**src/rtl/addsub32_seq_if.sv**
```systemverilog
// Request, adder-drive and result signals of the 32-bit add/sub sequencer.
// The sequencer uses the slave modport; the producer/consumer/adder side uses master.
interface addsub32_seq_if;
  logic        in_valid;
  logic        in_ready;
  logic [31:0] in_a;
  logic [31:0] in_b;
  logic        in_op;
  logic        in_acc;
  logic        acc_clr;

  logic [15:0] add_a;
  logic [15:0] add_b;
  logic        add_cin;
  logic        add_op;
  logic [15:0] add_ans;
  logic        add_carry;

  logic        out_valid;
  logic        out_ready;
  logic [31:0] out_res;
  logic        out_carry;
  logic        out_ovf;
  logic        out_zero;

  modport slave (
    input  in_valid, in_a, in_b, in_op, in_acc, acc_clr,
    output in_ready,
    output add_a, add_b, add_cin, add_op,
    input  add_ans, add_carry,
    output out_valid, out_res, out_carry, out_ovf, out_zero,
    input  out_ready
  );

  modport master (
    output in_valid, in_a, in_b, in_op, in_acc, acc_clr,
    input  in_ready,
    input  add_a, add_b, add_cin, add_op,
    output add_ans, add_carry,
    input  out_valid, out_res, out_carry, out_ovf, out_zero,
    output out_ready
  );
endinterface

```
**src/rtl/addsub32_seq.sv**
```systemverilog
// 32-bit add/subtract built from two passes through an external 16-bit add/sub
// datapath (low half, then high half), with a result accumulator.
//
// state | meaning
// IDLE  | ready for a request; accumulator clear honoured here
// LO    | adder works on bits 15:0, carry captured into c_reg
// HI    | adder works on bits 31:16, flags computed
// DONE  | result presented until the consumer takes it
module addsub32_seq (
  input  logic            clk,
  input  logic            rst,
  addsub32_seq_if.slave   bus
);

  typedef enum logic [1:0] {IDLE, LO, HI, DONE} state_t;

  state_t      state, state_nxt;
  logic [31:0] a_reg, b_reg, acc, res;
  logic        op_reg, c_reg;
  logic        carry_reg, ovf_reg, zero_reg;
  logic        take;

  assign take = bus.in_valid && (state == IDLE);

  always_ff @(posedge clk or posedge rst) begin
    if (rst) state <= IDLE;
    else     state <= state_nxt;
  end

  always_comb begin
    state_nxt = state;
    case (state)
      IDLE:    if (bus.in_valid) state_nxt = LO;
      LO:      state_nxt = HI;
      HI:      state_nxt = DONE;
      DONE:    if (bus.out_ready) state_nxt = IDLE;
      default: state_nxt = IDLE;
    endcase
  end

  always_comb begin
    bus.in_ready  = 1'b0;
    bus.out_valid = 1'b0;
    bus.add_a     = 16'h0000;
    bus.add_b     = 16'h0000;
    bus.add_cin   = 1'b0;
    bus.add_op    = 1'b0;
    case (state)
      IDLE: bus.in_ready = 1'b1;
      LO: begin
        bus.add_a   = a_reg[15:0];
        bus.add_b   = b_reg[15:0];
        bus.add_op  = op_reg;
        bus.add_cin = op_reg;
      end
      HI: begin
        bus.add_a   = a_reg[31:16];
        bus.add_b   = b_reg[31:16];
        bus.add_op  = op_reg;
        bus.add_cin = c_reg;
      end
      DONE: bus.out_valid = 1'b1;
      default: ;
    endcase
  end

  always_ff @(posedge clk or posedge rst) begin
    if (rst) begin
      a_reg     <= '0;
      b_reg     <= '0;
      op_reg    <= 1'b0;
      c_reg     <= 1'b0;
      acc       <= '0;
      res       <= '0;
      carry_reg <= 1'b0;
      ovf_reg   <= 1'b0;
      zero_reg  <= 1'b0;
    end else begin
      case (state)
        IDLE: begin
          if (bus.acc_clr) acc <= '0;
          if (take) begin
            // A same-cycle clear beats the accumulator as the A source
            a_reg  <= bus.in_acc ? (bus.acc_clr ? 32'h0 : acc) : bus.in_a;
            b_reg  <= bus.in_b;
            op_reg <= bus.in_op;
          end
        end
        LO: begin
          res[15:0] <= bus.add_ans;
          c_reg     <= bus.add_carry;
        end
        HI: begin
          res[31:16] <= bus.add_ans;
          carry_reg  <= bus.add_carry;
          ovf_reg    <= (a_reg[31] == (b_reg[31] ^ op_reg)) &&
                        (bus.add_ans[15] != a_reg[31]);
          zero_reg   <= (res[15:0] == 16'h0000) && (bus.add_ans == 16'h0000);
        end
        DONE: if (bus.out_ready) acc <= res;
        default: ;
      endcase
    end
  end

  assign bus.out_res   = res;
  assign bus.out_carry = carry_reg;
  assign bus.out_ovf   = ovf_reg;
  assign bus.out_zero  = zero_reg;

endmodule
```
**src/flat_wrapper.sv**
```systemverilog
// flat-port wrapper written by rule: the top's interface ports become plain ports
module addsub32_seq_flat 
  (clk, rst, bus_in_valid, bus_in_a, bus_in_b, bus_in_op, bus_in_acc, bus_acc_clr, bus_in_ready, bus_add_a, bus_add_b, bus_add_cin, bus_add_op, bus_add_ans, bus_add_carry, bus_out_valid, bus_out_res, bus_out_carry, bus_out_ovf, bus_out_zero, bus_out_ready);
  addsub32_seq_if bus_i ();
  input  logic clk;
  input  logic rst;
  input wire logic [$bits(bus_i.in_valid)-1:0] bus_in_valid;
  input wire logic [$bits(bus_i.in_a)-1:0] bus_in_a;
  input wire logic [$bits(bus_i.in_b)-1:0] bus_in_b;
  input wire logic [$bits(bus_i.in_op)-1:0] bus_in_op;
  input wire logic [$bits(bus_i.in_acc)-1:0] bus_in_acc;
  input wire logic [$bits(bus_i.acc_clr)-1:0] bus_acc_clr;
  output wire logic [$bits(bus_i.in_ready)-1:0] bus_in_ready;
  output wire logic [$bits(bus_i.add_a)-1:0] bus_add_a;
  output wire logic [$bits(bus_i.add_b)-1:0] bus_add_b;
  output wire logic [$bits(bus_i.add_cin)-1:0] bus_add_cin;
  output wire logic [$bits(bus_i.add_op)-1:0] bus_add_op;
  input wire logic [$bits(bus_i.add_ans)-1:0] bus_add_ans;
  input wire logic [$bits(bus_i.add_carry)-1:0] bus_add_carry;
  output wire logic [$bits(bus_i.out_valid)-1:0] bus_out_valid;
  output wire logic [$bits(bus_i.out_res)-1:0] bus_out_res;
  output wire logic [$bits(bus_i.out_carry)-1:0] bus_out_carry;
  output wire logic [$bits(bus_i.out_ovf)-1:0] bus_out_ovf;
  output wire logic [$bits(bus_i.out_zero)-1:0] bus_out_zero;
  input wire logic [$bits(bus_i.out_ready)-1:0] bus_out_ready;
  assign bus_i.in_valid = bus_in_valid;
  assign bus_i.in_a = bus_in_a;
  assign bus_i.in_b = bus_in_b;
  assign bus_i.in_op = bus_in_op;
  assign bus_i.in_acc = bus_in_acc;
  assign bus_i.acc_clr = bus_acc_clr;
  assign bus_in_ready = bus_i.in_ready;
  assign bus_add_a = bus_i.add_a;
  assign bus_add_b = bus_i.add_b;
  assign bus_add_cin = bus_i.add_cin;
  assign bus_add_op = bus_i.add_op;
  assign bus_i.add_ans = bus_add_ans;
  assign bus_i.add_carry = bus_add_carry;
  assign bus_out_valid = bus_i.out_valid;
  assign bus_out_res = bus_i.out_res;
  assign bus_out_carry = bus_i.out_carry;
  assign bus_out_ovf = bus_i.out_ovf;
  assign bus_out_zero = bus_i.out_zero;
  assign bus_i.out_ready = bus_out_ready;
  addsub32_seq u_core (.clk(clk), .rst(rst), .bus(bus_i));
endmodule
```
**config.mk**
```make
export PLATFORM = sky130hd
export DESIGN_NAME = addsub32_seq_flat
export DESIGN_NICKNAME = d
export VERILOG_FILES = /design/src/rtl/addsub32_seq_if.sv /design/src/rtl/addsub32_seq.sv /design/src/flat_wrapper.sv
export SDC_FILE = /design/constraint.sdc
export NUM_CORES = 1
export LEC_CHECK = 0
export ABC_CLOCK_PERIOD_IN_PS = 8230
export CAP_MARGIN = 20
export CORE_ASPECT_RATIO = 0.7
export CORE_MARGIN = 3
export CORE_UTILIZATION = 53
export DETAILED_ROUTE_END_ITERATION = 10
export PLACE_DENSITY = 0.95
export SLEW_MARGIN = 25
export SYNTH_ARGS = -nofsm -noshare
export SYNTH_HDL_FRONTEND = slang
export SYNTH_SLANG_ARGS = --single-unit
export TNS_END_PERCENT = 30
```
**constraint.sdc**
```tcl
create_clock -name clk -period 8.23 [get_ports clk]
set_input_delay 2.0575 -clock clk [delete_from_list [all_inputs] [get_ports clk]]
set_output_delay 2.0575 -clock clk [all_outputs]
set_load 0.01 [all_outputs]
```
==> impl_results.md, run 1 <==
- Post-DP HPWL: 11.7 mm
- H-tree depth: 4
- Clock buffer depth: 2
- Worst R2R Setup Slack: 5.69 ns
- DRC Markers: 0
- Largest area contributor in the netlist: dfrtp_1
- CTS tree: yes
- Root Driver: clkbuf_16
- Initial antenna violation count: 0
- Pwr dens: 401 nW/µm²
- Final worst-path cycle share: ~65%
- Port bufs: 158
- CTS Hold Bufs: 0
- Hold_ws: roughly 0.49 ns
- Worst Setup End Kind: output port
- Initial Util: a little under three fifths
- Antenna cells: 0
- Synth cell types: 30
- Max_slew headroom: 32.5%
- Setup violators final: 0
- Sequential cell area: 3380 µm²
- Peak VDD IR: 0.000204 V
- RD Place Congestion: 0.852
- Drt first pass iters: 5
- Via count: 4471
- Reg-to-reg startpoint: u_core.state[0]
- Total global routing overflow: 0
- Seq/Total Area, Yosys: 54.8%
- Minimum clock period: 5.36 ns
- Post-route ant nets: 0
- Startpoint types: flip-flop
- Post-CTS Resized: 0
- Hold Crit Class: reg2reg
- Top post-synthesis cells by area: dfrtp_1, a22o_1, mux2_2, mux2_4, mux2i_1
- Final max-slew violation count: 0
- Leakage Power: ~3.7 nW
- Critical-path cell list: inv_1 -> ha_1 -> and2_1 -> buf_6 -> a22o_1 -> clkdlybuf4s50_1
- DIE WIDTH: 135 µm
- Layout cells sized above 1: 17.1%
- Setup bufs post-CTS: 0
- Max Cap Viol: 0
- CORE AREA: 11200 µm²
- Tot GR Track Use: 26.4%
- # IOs: 159
- Min-delay src: u_core.a_reg[7]
- Placed Cells: 749
- Core Rows: 32
- Critical Path Max Stage Delay: 0.73 ns
- Combinational share of power: about two fifths
- Synthesized area: 6160 µm²
- Worst slew pin tran: a little over 1 ns
- Psw: 1.12 mW
- Final wirelength: 16.6 mm
- RSZ-0062 raised after global routing: no
- Avg Inst Size Synth: 13.1 µm²
- F_max: 0.187 GHz
- Status: completed
- Share of power burned in registers: 37.6%
- Fin Clk Skew: 0.0154 ns
- CTS sink cnt: 135
- CP max FO: 20
- Vias in the first global route: 4600
- Share of the synthesized area in the top cell type: 54.8%
- Area of the multi-input gates: 2510 µm²
- FILL cells: 689
- Nets: 708
- Largest net degree at the start of global routing: 82
- Die H: 96.2 µm
- Internal: 2.20 mW
- Worst Path Class, Setup: reg2out
- Data arrival, critical path: roughly 3.3 ns
- First DRT Iteration DRCs: 289
- #FFs+latches synth: 135
- R2R depth: 5
- Final hold viol count: 0
- Drt wl/cell: 21.2 µm
- Ys Warns: 0
- CP max-delay cell: ha_1
- WHS Endpoint: u_core.a_reg[7]
- Layout area overhead: 34.3%
- CTS Buf Count: 17
- First-pass GRT wire length: 25.8 mm
- Clock-pin slew on the worst setup and hold paths: 0.06 ns
- Total negative slack: 0 ns
- Syn Nets: 564
- Finished Layout Cells: 780
- Die area: 13000 µm²
- Vias/cell: 5.73
- Sw Ratio: between 30 and 40%
- Finished Core Util: 74.0%
- CP Data Required Time: a little over 6 ns
- Clk Latency, worst-skew pair: 0.41 ns
- Syn Inst Count: 471
- Reg2reg end: u_core.b_reg[1]
- Clk pwr share: roughly 22%
- Hold depth: 2
placed cells by master, fill, tap and decap left out, types with 2 or more instances in the layout:
cell	count
a21oi_1	2
a22o_1	64
and2_1	2
buf_2	2
buf_6	2
clkbuf_1	2
clkbuf_16	17
clkbuf_8	3
clkdlybuf4s50_1	156
clkinv_4	2
clkinvlp_4	3
dfrtp_1	135
ha_1	5
inv_1	4
inv_6	2
mux2_2	41
mux2_4	27
mux2i_1	33
nand2_1	32
nand4_1	2
nor2_1	2
nor2b_1	35
nor4_1	6
o21ai_0	2
o21ai_1	30
power groups by stage:
stage / registers (mW) / clock network [mW] / logic [mW]
5_1_grt: 1.28 / 0.757 / 1.44
3_5_place_dp: 1.24 / 0 / 1.34
3_3_place_gp: 1.22 / 0 / 1.26
6_report: 1.25 / 0.718 / 1.35
2_1_floorplan: 1.18 / 0 / 0.830
4_1_cts: 1.24 / 0.724 / 1.35
critical path: cells and delay by family, from the launching register on:
family | cells | cell delay, ns
adder cells (fa/ha/maj) | 1 | 0.73
AND/OR/NAND/NOR | 1 | 0.58
flip-flops | 1 | 0.44
buffers and inverters | 3 | 0.95
AO/OA/AOI/OAI | 1 | 0.19
Yosys cell counts:
master    number
and2b_1        1
nand2_4        1
mux2i_1       33
a22o_1        64
o21ai_0        2
nand2b_1       1
nand2_1       32
xor2_1         1
mux2_4        27
buf_2         16
o31ai_1        1
nor2_1         2
a21oi_1        2
buf_6         13
ha_1           5
nor4_1         6
nand4_1        2
and2_1         3
and2_4         1
or3_1          1
o21ai_1       30
mux2_2        41
nor4b_1        1
nor2b_1       35
o32a_1         1
clkbuf_1       7
a31oi_4        1
dfrtp_1      135
inv_1          5
a22oi_1        1
through the flow:
step	cell area, µm²	worst slack, ns	power, mW
3_3_place_gp	7690	3.24	2.48
6_report	8270	2.87	3.31
4_1_cts	8270	2.93	3.31
3_5_place_dp	7700	3.37	2.57
5_1_grt	8270	2.74	3.48
2_1_floorplan	6160	2.56	2.01
final cells by class:
| cell class | count | area share (%) |
|---|---|---|
| clock buffers | 22 | 5.73 |
| clock inverters | 9 | 1.12 |
| inverters | 5 | 0.257 |
| multi-input cells | 295 | 30.4 |
| flip-flops and latches | 135 | 40.8 |
| well taps | 153 | 2.31 |
| repair buffers | 161 | 19.4 |
layer usage:
layer | vias up | global-route usage [%] | wire, µm
met3 | 25 | 5.43 | 1050
met2 | 188 | 40.6 | 7690
li1 | 1995 | - | -
met1 | 2263 | 37.9 | 7550
met5 | - | 0 | 0
met4 | 0 | 8.90 | 278
cells by family (layout without fill, tap and decap cells):
group | count (synthesis) | in the layout | synth area share, %
muxes | 101 | 101 | 19.4
and+or+nand+nor | 86 | 86 | 7.54
adders and majority gates | 5 | 5 | 1.02
buffers and inverters | 41 | 197 | 4.41
xor gates and xnor gates | 1 | 1 | 0.142
AOI/OAI and AO/OA | 102 | 102 | 12.6
DFF | 135 | 135 | 54.8
worst max path at each step:
stage | slack, ns | cells past startpoint | endpoint | from
6_report | 2.87 | 6 | bus_add_a[3] | u_core.state[1]
4_1_cts | 2.93 | 6 | bus_add_a[10] | u_core.state[1]
2_1_floorplan | 2.56 | 1 | u_core.a_reg[0] | rst
5_1_grt | 2.74 | 6 | bus_add_a[10] | u_core.state[1]
3_5_place_dp | 3.37 | 6 | bus_add_a[6] | u_core.state[1]
3_3_place_gp | 3.24 | 5 | bus_add_a[8] | u_core.state[1]
(Power assumes the default switching activity.)
==> run 2: changes to the inputs <==
- ABC_CLOCK_PERIOD_IN_PS: 8230 -> 4700
- CORE_UTILIZATION: 53 -> 44
- PLACE_DENSITY: 0.95 -> 0.86
- clock period: 8.23 -> 4.7 ns (I/O delays scaled with it)
==> impl_results.md, run 2 (synthesis gave the netlist of run 1 again) <==
- RD Place Congestion: 0.841
- Clock buffer depth: 2
- Initial antenna violation count: 0
- Setup bufs post-CTS: 0
- F_max: around 0.27 GHz
- Data arrival, critical path: approximately 2.6 ns
- Min-delay src: u_core.a_reg[1]
- Vias/cell: roughly 5.3
- Die area: between 15000 and 20000 µm²
- CTS tree: yes
- First-pass GRT wire length: 25.9 mm
- Pwr Total: 5.84 mW
- CORE AREA: roughly 13000 µm²
- Post-DP HPWL: between 10 and 15 mm
- Pwr dens: 696 nW/µm²
- Initial Util: 46.0%
- Worst Setup End Kind: output port
- Max Cap Viol: 0
- DIE WIDTH: between 100 and 150 µm
- RSZ-0062 raised after global routing: no
- Leakage Power: 3.72 nW
- Final WS setup: between 0.9 and 1 ns
- Drt wl/cell: 19.7 µm
- Sw Ratio: 32.7%
- Post-route ant nets: 0
- M2 GR Usage: 31.8%
- Status: completed
- Minimum clock period: approximately 3.7 ns
- Peak VDD IR: around 0.00028 V
- Total global routing overflow: 0
- Clk Latency, worst-skew pair: approximately 0.41 ns
- Startpoint types: flip-flop
- Tot GR Track Use: about 21%
- Antenna cells: 0
- Worst slew pin tran: 0.959 ns
- Grt met1 use: 31.2%
- Layout cells sized above 1: approximately 17%
- CP max FO: 32
- Layout area overhead: 36.4%
- First DRT Iteration DRCs: 299
- Nets: 712
- DRC Markers: 0
- Core Rows: 35
- # IOs: roughly 160
- Via count: 4357
- Vias in the first global route: 4544
- Reg-to-reg startpoint: u_core.state[0]
- Total negative slack: 0 ns
- Largest net degree at the start of global routing: 98
- Critical Path Source: u_core.state[0]
- Drt first pass iters: 4
- H-tree depth: 4
- Hold Crit Class: reg2reg
- Setup violators final: 0
- Final hold viol count: 0
- Most frequent cells in the layout: clkdlybuf4s50_1, dfrtp_1, a22o_1
- CTS Hold Bufs: 0
- CTS sink cnt: 135
- Max_slew headroom: between 30 and 40%
- Worst Path Class, Setup: reg2out
- Port bufs: 158
- Die H: approximately 100 µm
- CP Data Required Time: 3.52 ns
- Pre-CTS WS: 1.39 ns
- Root Driver: clkbuf_16
- Fin Clk Skew: around 0.0046 ns
- Psw: 1.91 mW
- CTS Buf Count: 17
- Internal: 3.93 mW
- Combinational share of power: roughly two fifths
- Grt met3 use: 5.90%
- Post-CTS Resized: 0
- Final worst-path cycle share: 79.2%
- Global routing's busiest layer: met2
- Final wirelength: 16.1 mm
- Final max-slew violation count: 0
- Commonest non-fill, non-tap cell in the layout: clkdlybuf4s50_1
- Clk pwr share: 22.9%
- Share of power burned in registers: 36.8%
- Clock-pin slew on the worst setup and hold paths: 0.06 ns
==> run 2: cell types whose count changed in the layout (fill, tap and decap cells not counted), moves of 2 or more <==
cell / before / now
buf_4: 1 / 5
buf_12: 0 / 2
bufinv_16: 1 / 3
buf_6: 2 / 0
clkbuf_8: 3 / 1
==> run 2: final timing paths <==
path                                         to  slack (ns)  cells after the start
setup / recovery                   bus_add_a[4]        0.98                      6
hold / removal                  u_core.a_reg[1]        0.49                      2
min in group asynchronous  u_core.bus.out_carry        1.10                      2
max in group asynchronous       u_core.a_reg[9]        2.83                      3
setup reg to reg               u_core.b_reg[18]        2.66                      4
hold reg to reg                 u_core.a_reg[1]        0.49                      2
==> run 2: area by class of cell <==
class,instances,area (µm²)
well taps,185,231
flip-flops and latches,135,3380
multi-input cells,295,2520
clock buffers,20,447
fillers,1026,5000
inverters,5,22.5
clock inverters,11,149
repair buffers,165,1650
==> run 2: stage by stage <==
stage | utilization, % | cells | hold slack, ns | area, µm²
detailed placement | 58.1 | 784 | 0.479 | 7780
global route | 62.7 | 816 | 0.500 | 8400
CTS | 62.5 | 815 | 0.491 | 8380
finish | 62.7 | 816 | 0.490 | 8400
global placement | 58.0 | 784 | 0.465 | 7780
floorplan | - | 471 | 0.451 | 6160
==> run 2: worst max-delay path: stages (launching register included) <==
cell	delay, ns
dfrtp_1	0.40
inv_1	0.10
ha_1	0.35
and2_1	0.15
buf_4	0.35
a22o_1	0.22
clkdlybuf4s50_1	0.54
==> run 2: routing by layer <==
metal / wire length (µm) / vias to the layer above
li1: - / 2015
met5: 0 / -
met2: 7170 / 141
met1: 7850 / 2190
met4: 160 / 0
met3: 929 / 11
==> run 2: power groups by stage <==
stage | Combinational [mW] | Clock, mW | Sequential, mW
floorplan | 1.45 | 0 | 2.06
detailed placement | 2.37 | 0 | 2.15
global route | 2.54 | 1.41 | 2.21
finish | 2.36 | 1.34 | 2.15
CTS | 2.38 | 1.36 | 2.14
global placement | 2.28 | 0 | 2.12
==> RTL change 1, RTL diff (config.mk and constraints of run 1) <==
Encoding of `state_t`: now one-hot (4 bits for 4 states).
--- a/src/rtl/addsub32_seq.sv
+++ b/src/rtl/addsub32_seq.sv
@@ -14,3 +14,3 @@
 
-  typedef enum logic [1:0] {IDLE, LO, HI, DONE} state_t;
+  typedef enum logic [3:0] {IDLE = 4'b0001, LO = 4'b0010, HI = 4'b0100, DONE = 4'b1000} state_t;
 
Check against the original RTL: no difference found for any inputs over 4 cycles, from zero or initial values and one cycle with rst high; so few cycles prove little.
==> RTL change 1 against run 1 <==
- clock power is 21% higher
- sequential cell count is 2 higher
- non-clock buffer count is 7 higher
- core utilization is 2.2 points higher
- design area is 4.0% higher
- final cell count is 13% higher
- total power is 5.9% lower
- highest routed layer unchanged
- wire length is 19% higher
- setup slack better by 0.42 ns
- area after synthesis is 2.1% higher
==> RTL change 1: results (changes against run 1) <==
* Post-synthesis sequential area ratio at 54.51% (-0.33 points)
* First-pass GRT wire length at 30.86 mm (+20%)
* Layout cells sized above 1 at 13.48% (-3.6 points)
* Area contributors post-synth: dfrtp_1, mux2_2, a22o_1
* CP startpoint: u_core.state[1]$_DFFE_PP0P_
* Num CTS Buffers at 17 (unchanged)
* # resized after CTS at 0 (unchanged)
* Nets at 802 (+13%)
* Diode count at 0 (unchanged)
* Final WL at 19.68 mm (+19%)
* Initial antenna violation count at 0 (unchanged)
* Worst-path fanout max at 35 (+75%)
* Clock-pin slew on the worst setup and hold paths at 0.06 ns (about the same)
* Port bufs at 158 (unchanged)
* Switching Share at 33.31% (-0.42 points)
* Met1 Use GR at 42.47% (+4.6 points)
* Largest net degree at the start of global routing at 79 (-3.7%)
* Crit-path slowest cell: clkdlybuf4s50_1
* Hold path start: u_core.bus.out_carry$_DFFE_PP0N_
* All-Layer GR Usage at 30.17% (+3.7 points)
* Skew-Pair Late Insertion Delay at roughly 0.42 ns
* DRT Pass-1 Iters at 5 (unchanged)
* Crit path largest cell delay at 0.59 ns (-0.14 ns)
* Worst flop-to-flop path startpoint: u_core.state[0]$_DFFE_PP1P_
* Slew HR at 45.43% (+13 points)
* Root Buffer: clkbuf_16
* Arrival @ worst endpoint at 2.88 ns (-0.42 ns)
* Clock Tree Buf Depth at 2 (unchanged)
* H-tree Lvls at 4 (unchanged)
* Hold_buf cts at 0 (unchanged)
* Placed instance area at 7914 µm² (+2.7%)
* Most frequent cells after synthesis: dfrtp_1, nand2_1, mux2_2, inv_1, o31ai_1
* GPL Wtd Cong at 0.9438 (+11%)
* Combinational Power Share at 32.6% (-8.1 points)
* Worst Clk Skew at 0.006095 ns (-0.009316 ns)
* Yosys warning count at 0 (unchanged)
* Leak Pwr at 3.489 nW (-5.4%)
* Hpwl dp at 12.92 mm (+11%)
* Post CTS Setup Buffer Count at 0 (unchanged)
* Synth Net Count at 665 (+18%)
* Outcome: complete, no violations
* Worst hold path class: reg -> reg
* Pre-CTS setup slack at 3.225 ns (-0.1414 ns)
* Met2 Track Usage GR at 43.59% (+3.0 points)
* VDD IR max at 214.5 µV (+5.2%)
* Grt met3 use at 10.14% (+4.7 points)
* Vias at 5544 (+24%)
* Asr flop ratio synth at 100.0% (unchanged)
* Netlist cell types at 31 (+3.3%)
* Starting DRC count in detailed routing at 497 (+72%)
## RTL change 1: critical path: cells and delay by family, from the launching register on
family	cells	cell delay, ns
buffers and inverters	2	1.08
and+or+nand+nor	1	0.57
DFF	1	0.56
AOI/OAI and AO/OA	1	0.23
## RTL change 1: cells by family after synthesis
kind of cell / synth area share (%)
muxes: 9.109
buffers and inverters: 5.688
xor gates and xnor gates: 0.1392
DFF: 54.51
and+or+nand+nor: 15.73
AOI/OAI and AO/OA: 14.82
## RTL change 1: final timing paths
| check | to | slack [ns] | depth (start not counted) |
|---|---|---|---|
| max | bus_add_b[1] | 3.30 | 4 |
| min | u_core.bus.out_carry$_DFFE_PP0N_ | 0.50 | 2 |
| max reg2reg | u_core.b_reg[24]$_DFFE_PP0P_ | 5.23 | 5 |
| min reg2reg | u_core.bus.out_carry$_DFFE_PP0N_ | 0.50 | 2 |
| max in group asynchronous | u_core.acc[5]$_DFFE_PP0P_ | 4.86 | 3 |
| min in group asynchronous | u_core.c_reg$_DFFE_PP0N_ | 2.13 | 2 |
## RTL change 1: through the flow
stage,std cells,total power [mW]
final,880,3.120
after global routing,880,3.253
after CTS,879,3.102
after detailed placement,847,2.215
after global placement,847,2.155
after floorplan,577,1.712
## RTL change 1: routing by layer
| layer | routed length (µm) | part of all wire, % |
|---|---|---|
| met2 | 8582 | 44 |
| met5 | 0 | 0 |
| met1 | 8360 | 42 |
| met4 | 546 | 2.8 |
| met3 | 2196 | 11 |
## RTL change 1: cell type report
cell class / instances / area (µm²)
multi-input combinational: 356 / 2515
fill: 641 / 2686
sequential: 137 / 3430
clock buffer: 22 / 494.2
inverter: 34 / 132.6
clock inverter: 10 / 186.4
tap: 153 / 191.4
timing repair buffer: 168 / 1655
## RTL change 1: power groups by stage
stage	Sequential [mW]	Combinational, mW	Clock (mW)
after floorplan	1.16	0.556	0
after global placement	1.20	0.950	0
after global routing	1.26	1.10	0.900
after detailed placement	1.22	0.997	0
after CTS	1.22	1.01	0.870
final	1.24	1.02	0.867
==> RTL change 2, RTL diff (flow settings as in run 1) <==
Made on the original files. Make the reset (`rst`) synchronous in 2 clocked blocks.
--- a/src/rtl/addsub32_seq.sv
+++ b/src/rtl/addsub32_seq.sv
@@ -24,3 +24,3 @@
 
-  always_ff @(posedge clk or posedge rst) begin
+  always_ff @(posedge clk) begin
     if (rst) state <= IDLE;
@@ -66,3 +66,3 @@
 
-  always_ff @(posedge clk or posedge rst) begin
+  always_ff @(posedge clk) begin
     if (rst) begin
Formal check against the unedited RTL: differs if rst is asserted again (counterexample within 4 cycles, from zero or initial values and one cycle with rst high); with rst held inactive, the same outputs for 4 cycles.
==> RTL change 2 against run 1 <==
- area after synthesis fell by 6.7%
- register-to-register slack improved by 0.32 ns
- combinational power fell by 40%
- total power fell by 23%
- sequential power fell by 28%
- setup slack improved by 0.53 ns
- sequential share of layout area fell by 6.9 points
- sequential cell count did not move
- wire length rose by 9.4%
- core utilization rose by 2.0 points
- design area fell by 3.7%
- fmax rose by 11%
- critical path type unchanged
- critical endpoint is now bus_add_a[1]
- largest cell class is now multi-input combinational cells
- highest routed layer unchanged
==> RTL change 2: results (changes against run 1) <==
* Leak Pwr at 2.730 nW (-26%)
* Delay-heaviest family, CP: adder cells
* Outcome: complete, no violations
* Skew-Pair Late Insertion Delay at 0.42 ns
* Hpwl dp at 11.77 mm (+0.94%)
* FILL cells at 701 (+1.7%)
* Crit path largest cell delay at 0.92 ns (+0.19 ns)
* Worst-path fanout max at 35 (+75%)
* Port bufs at 158 (unchanged)
* Initial antenna violation count at 0 (unchanged)
* Clock Tree Buf Depth at 2 (unchanged)
* H-tree Lvls at 4 (unchanged)
* GPL Wtd Cong at 0.8909 (+4.6%)
* Arrival @ worst endpoint at 2.77 ns (-0.53 ns)
* Slew HR at 36.91% (+4.4 points)
* Area contributors post-synth: dfxtp_1, a22oi_1, nor2_1
* Synth Flop Type: dfxtp_1
* Synth Net Count at 755 (+34%)
* All-Layer GR Usage at 29.81% (+3.4 points)
* Diode count at 0 (unchanged)
* Num CTS Buffers at 17 (unchanged)
* Root Buffer: clkbuf_16
* DRT Pass-1 Iters at 5 (unchanged)
* Netlist cell types at 25 (-17%)
* Post-synthesis sequential area ratio at 47.03% (-7.8 points)
* Met2 Track Usage GR at 43.73% (+3.1 points)
* Number of global-route vias before repair at 5349 (+16%)
* Worst hold path class: reg -> reg
* Post CTS Setup Buffer Count at 0 (unchanged)
* Largest net degree at the start of global routing at 107 (+30%)
* Fin cells at 929 (+19%)
* Most frequent cells after synthesis: dfxtp_1, nor2_1, nand2_1, a22oi_1, clkbuf_1
* Vias at 5559 (+24%)
* Final WL at 18.11 mm (+9.4%)
* Met1 Use GR at 43.03% (+5.1 points)
* Asr flop ratio synth at 0% (-100 points)
* Placed insts at 897 (+20%)
* # resized after CTS at 0 (unchanged)
* Worst Clk Skew at 0.007341 ns (-0.008070 ns)
* Nets at 877 (+24%)
* Yosys warning count at 0 (unchanged)
* Layout cells sized above 1 at 5.521% (-12 points)
* Clock-pin slew on the worst setup and hold paths at 0.06 ns (about the same)
* Syn Inst Count at 662 (+41%)
* Placed instance area at 7315 µm² (-5.1%)
* First-pass GRT wire length at 28.32 mm (+9.8%)
* Grt met3 use at 7.477% (+2.0 points)
* Hold_buf cts at 0 (unchanged)
* Starting DRC count in detailed routing at 643 (+120%)
* VDD IR max at 228.2 µV (+12%)
RTL change 2: cell count changes after synthesis, moves of 37 or more:
cell,before,now
nor2_1,2,103
dfrtp_1,135,0
clkbuf_1,7,48
a22oi_1,1,65
dfxtp_1,0,135
nand2_1,32,69
a22o_1,64,0
mux2_2,41,0
RTL change 2: where the power goes:
group	switching [mW]	internal, mW
Clock	0.313	0.516
Sequential	0.113	0.782
Combinational	0.444	0.368
Total	0.870	1.67
RTL change 2: worst paths after layout:
check,endpoint,cells past startpoint,startpoint,slack [ns]
worst min register to register,u_core.b_reg[5]$_SDFFE_PP0P_,2,u_core.b_reg[5]$_SDFFE_PP0P_,0.46
worst max-delay path,bus_add_a[1],4,u_core.state[0]$_SDFFE_PP0P_,3.40
worst min-delay path,u_core.b_reg[5]$_SDFFE_PP0P_,2,u_core.b_reg[5]$_SDFFE_PP0P_,0.46
worst max register to register,u_core.a_reg[3]$_SDFFE_PP0P_,6,u_core.state[1]$_SDFFE_PP0P_,6.01
RTL change 2: final cells by class:
type / instances / share of cell area (%)
flip-flops and latches: 135 / 33.94
multi-input cells: 462 / 35.31
repair buffers: 164 / 20.44
well taps: 132 / 2.074
clock buffers: 17 / 5.343
clock inverters: 15 / 2.703
inverters: 4 / 0.1886
RTL change 2: through the flow:
stage / total power [mW] / utilization, % / hold WS [ns] / setup WS (ns)
2_1_floorplan: 1.387 / - / 0.4364 / 4.724
3_3_place_gp: 1.650 / 69.75 / 0.4422 / 3.764
3_5_place_dp: 1.695 / 69.84 / 0.4500 / 3.902
4_1_cts: 2.526 / 75.96 / 0.4598 / 3.403
5_1_grt: 2.648 / 76.03 / 0.4793 / 3.323
6_report: 2.536 / 76.03 / 0.4615 / 3.403
RTL change 2: worst reg2reg max path, stage by stage, from the launching register on:
cell	delay [ns]
dfxtp_1	0.36
inv_1	0.14
ha_1	0.31
and2_2	0.19
buf_4	0.71
nor2_1	0.11
a311oi_1	0.30
RTL change 2: layer usage:
metal	wire length (µm)	part of all wire [%]
met1	8013	44
met2	7869	43
met3	1834	10
met4	397	2.2
met5	0	0
RTL change 2: logic make-up after synthesis:
| family | count (synthesis) | synth area share [%] |
|---|---|---|
| muxes | 35 | 6.096 |
| adders and majority gates | 5 | 1.089 |
| buffers and inverters | 65 | 4.463 |
| DFF | 135 | 47.03 |
| xor gates and xnor gates | 1 | 0.1524 |
| and+or+nand+nor | 287 | 24.49 |
| AOI/OAI and AO/OA | 134 | 16.68 |
